`src/rtl/mem_wb_pipe_reg.sv`:
```
// Ready/valid pipeline-boundary register with flush and an optional skid entry.
// Control bits are gated to zero on bubbles; data bits hold their last value.
module mem_wb_pipe_reg #(
  parameter int CTRL_W = 2,
  parameter int DATA_W = 133,
  parameter int SKID   = 1
) (
  input  logic              clk,
  input  logic              reset,
  input  logic              in_valid,
  output logic              in_ready,
  input  logic [CTRL_W-1:0] in_ctrl,
  input  logic [DATA_W-1:0] in_data,
  input  logic              flush,
  output logic              out_valid,
  input  logic              out_ready,
  output logic [CTRL_W-1:0] out_ctrl,
  output logic [DATA_W-1:0] out_data,
  output logic [1:0]        occupancy
);

  logic              m_v;
  logic              s_v;
  logic [CTRL_W-1:0] m_ctrl;
  logic [DATA_W-1:0] m_data;
  logic              accept;
  logic              consume;

  assign accept    = in_valid & in_ready;
  assign consume   = m_v & out_ready;
  assign out_valid = m_v;
  // Gate on m_v so a stale m_ctrl can never raise RegWrite/MemtoReg on a bubble.
  assign out_ctrl  = m_v ? m_ctrl : '0;
  assign out_data  = m_data;

  generate
    if (SKID != 0) begin : g_skid
      logic [CTRL_W-1:0] s_ctrl;
      logic [DATA_W-1:0] s_data;

      // in_ready comes straight from a flop: no path from out_ready.
      assign in_ready  = ~s_v;
      assign occupancy = s_v ? 2'd2 : (m_v ? 2'd1 : 2'd0);

      always_ff @(posedge clk or posedge reset) begin
        if (reset) begin
          m_v    <= 1'b0;
          s_v    <= 1'b0;
          m_ctrl <= '0;
          m_data <= '0;
          s_ctrl <= '0;
          s_data <= '0;
        end else if (flush) begin
          m_v <= 1'b0;
          s_v <= 1'b0;
        end else if (!m_v) begin
          if (accept) begin
            m_v    <= 1'b1;
            m_ctrl <= in_ctrl;
            m_data <= in_data;
          end
        end else if (!s_v) begin
          if (consume && accept) begin
            m_ctrl <= in_ctrl;
            m_data <= in_data;
          end else if (consume) begin
            m_v <= 1'b0;
          end else if (accept) begin
            s_v    <= 1'b1;
            s_ctrl <= in_ctrl;
            s_data <= in_data;
          end
        end else if (consume) begin
          s_v    <= 1'b0;
          m_ctrl <= s_ctrl;
          m_data <= s_data;
        end
      end
    end else begin : g_noskid
      assign s_v       = 1'b0;
      assign in_ready  = ~m_v | out_ready;
      assign occupancy = {1'b0, m_v};

      always_ff @(posedge clk or posedge reset) begin
        if (reset) begin
          m_v    <= 1'b0;
          m_ctrl <= '0;
          m_data <= '0;
        end else begin
          m_v <= ~flush & (accept | (m_v & ~out_ready));
          if (accept && !flush) begin
            m_ctrl <= in_ctrl;
            m_data <= in_data;
          end
        end
      end
    end
  endgenerate

endmodule

```
`config.mk`:
```
export PLATFORM = sky130hd
export DESIGN_NAME = mem_wb_pipe_reg
export DESIGN_NICKNAME = d
export VERILOG_FILES = /design/src/rtl/mem_wb_pipe_reg.sv
export SDC_FILE = /design/constraint.sdc
export NUM_CORES = 1
export LEC_CHECK = 0
export CAP_MARGIN = 10
export CORE_UTILIZATION = 45
export CTS_CLUSTER_DIAMETER = 40
export DETAILED_ROUTE_END_ITERATION = 10
export PLACE_DENSITY_LB_ADDON = 0.3
export SLEW_MARGIN = 20
export SYNTH_ARGS = -nofsm -noshare
export SYNTH_HDL_FRONTEND = slang
export SYNTH_SLANG_ARGS = --single-unit
```
`constraint.sdc`:
```
create_clock -name clk -period 8.8 [get_ports clk]
set_clock_uncertainty 0.1 [all_clocks]
set_input_delay 1.32 -clock clk [delete_from_list [all_inputs] [get_ports clk]]
set_output_delay 1.32 -clock clk [all_outputs]
set_load 0.02 [all_outputs]
```
==> flow_summary.json <==
{
  "critPathCaptureType": "register",
  "post_cts_buffers": 0,
  "root_buffer": "clkbuf_16",
  "netlist_instances": 737,
  "hold_slack_ns": 0.399,
  "leakage_nw": 6.75,
  "final_nets": 1162,
  "slew_headroom_pct": 33.7,
  "worst_slack_ns": 4.96,
  "wire_per_inst_um": 17.8,
  "dieArea_sq_um": 26800,
  "gp_congestion": 0.729,
  "n_antenna_cell": 0,
  "fp.dieW_um": 164,
  "cp_num_buf_inv": 4,
  "setup_viol": 0,
  "holdCritPathClass": "register to register",
  "p_per_area_nw_per_um2": 264,
  "finalPower_mw": 4.27,
  "drt-initial-drc-count": 310,
  "yosysWarnings": 0,
  "ant_nets": 0,
  "drv_cap": 0,
  "fin_tns_setup_ns": 0,
  "track_usage_pct": 18.8,
  "pin_count": 279,
  "clockBufferDepth": 3,
  "vias": 7068,
  "ir_drop_mv": 0.179,
  "cts_sinks": 272,
  "cts_resized": 0,
  "hpwl_mm": 15.5,
  "coreArea_sq_um": 25400,
  "cts_tree": "built",
  "syn_nets": 877,
  "outcome": "completed",
  "critPathMaxStageDelay_ns": 0.77,
  "grt_max_degree": 114,
  "critPathKind": "primary input to register",
  "num_rows": 58,
  "crit_family": "buffers and inverters",
  "drive_above_1_share_pct": 46.6,
  "drc_errors": 0,
  "final_cells": 1383,
  "cpMostUsedCell": "buf_4",
  "synth_seq_cells": 272,
  "route.final.wire_length_mm": 24.7,
  "slowest_stage": "buf_4",
  "fin_crit_ns": 3.84,
  "grt_pass1_vias": 7526,
  "grt_pass1_wl_mm": 40.1,
  "grt_setup_unrepaired": "no",
  "hold_viol": 0,
  "drt_first_pass_iters": 4,
  "grt_overflow": 0,
  "cts.clk_slew.worst_paths_ns": 0.05,
  "worstMarginPinSlew_ns": 0.994,
  "vias_per_cell": 5.11,
  "htreeDepth": 2,
  "initial_utilization_pct": 46.2,
  "path_cells": "clkdlybuf4s50_1 -> inv_1 -> a221oi_4 -> buf_4 -> buf_4 -> mux2_2",
  "timing.fmax_ghz": 0.260,
  "die_y_um": 164,
  "syn_to_final_growth_pct": 37.8,
  "crit_fanout": 59,
  "worstPathArrival_ns": 4.13,
  "synth_area_sq_um": 11700,
  "period_share_pct": 43.6,
  "avgSynthCellArea_sq_um": 15.9,
  "required_ns": 9.09,
  "dpl.cell_count": 1309,
  "start_kind": "primary input",
  "cts_hold_buf": 0,
  "cts_buffers": 41,
  "insertion_delay_ns": 0.50,
  "place_ws_ns": 4.38,
  "antenna_found_initial": 0,
  "ys_seq_area_share_pct": 57.9,
  "fill_cells": 1928,
  "drv_slew": 0,
  "synthDistinctLibCells": 16,
  "place.port_buffers": 278
}
[metal layers]
metal  GRT usage (%)  share of wire [%]  wire length, um  vias up
met2            28.6                 45            11100      225
met5               0                  0                0        -
met4            5.68                2.1              518        0
li1                -                  -                -     3241
met3            7.49                9.6             2360       39
met1            24.6                 43            10600     3563
[cells in the mapped netlist]
library cell	count	area, sq um
a21oi_1	2	10.0
nand2b_4	1	13.8
o21ai_0	1	5.00
nand2_2	1	6.26
and2_1	2	12.5
clkbuf_1	8	30.0
nor4b_1	1	8.76
nor2b_1	1	6.26
buf_4	8	60.1
buf_2	25	125
a211oi_1	1	7.51
a221oi_4	1	26.3
dfrtp_1	272	6810
inv_1	3	11.3
buf_6	5	56.3
mux2_2	405	4560
[cells in the final DEF, fill, tap and decap left out, types with 2 or more instances in the layout]
cell	Yosys	routed
mux2_2	405	405
clkdlybuf4s50_1	0	278
dfrtp_1	272	272
clkbuf_16	0	43
clkbuf_8	0	8
buf_4	8	7
clkinvlp_4	0	6
inv_6	0	4
clkinv_4	0	4
clkinv_2	0	4
clkbuf_1	8	3
inv_1	3	2
and2_1	2	2
a21oi_1	2	2
bufinv_16	0	2
buf_6	5	2
[final timing paths]
kind	endpoint	cells after the start	start	slack [ns]
min in group asynchronous	g_skid.s_data[124]$_DFFE_PP0P_	3	reset	1.30
max reg2reg	out_data[61]$_DFFE_PP0P_	5	out_valid$_DFF_PP0_	5.09
min	g_skid.s_data[17]$_DFFE_PP0P_	1	g_skid.s_data[17]$_DFFE_PP0P_	0.40
min reg2reg	g_skid.s_data[17]$_DFFE_PP0P_	1	g_skid.s_data[17]$_DFFE_PP0P_	0.40
max in group asynchronous	g_skid.s_data[76]$_DFFE_PP0P_	4	reset	6.09
max	out_data[61]$_DFFE_PP0P_	6	out_ready	4.96
[kinds of logic (layout without fill, tap and decap cells)]
group                  count (synthesis)  after routing  share of synthesized area (%)
multiplexers                         405            405                           38.8
flip-flops                           272            272                           57.9
buffers and inverters                 49            365                           2.41
AND/OR/NAND/NOR                        6              6                          0.405
AO/OA/AOI/OAI                          5              5                          0.415
[registers in the layout (all words and copies together) (netlist names)]
signal,flops
s_v,1
out_valid,1
g_skid.s_ctrl,2
m_ctrl,2
out_data,133
g_skid.s_data,133
[through the flow]
stage               area (sq um)  utilization [%]
global route               16200             63.7
floorplan                  11800                -
global placement           14800             58.2
CTS                        16200             63.7
detailed placement         14800             58.2
finish                     16200             63.7
[report_power, final]
part / internal (mW) / leakage, nW / switching [mW]
clock network: 1.02 / 0.676 / 0.578
registers: 1.56 / 3.27 / 0.151
logic: 0.559 / 2.80 / 0.397
total: 3.15 / 6.75 / 1.13
[layout make-up]
cell class | instances | area [sq um] | share of cell area, %
repair buffers | 288 | 2880 | 17.8
multi-input cells | 416 | 4680 | 28.9
inverters | 3 | 15.0 | 0.0928
flip-flops and latches | 272 | 6810 | 42.1
clock buffers | 54 | 1200 | 7.40
well taps | 330 | 413 | 2.55
clock inverters | 20 | 199 | 1.23
No activity file was read; power rests on OpenSTA's default activity.
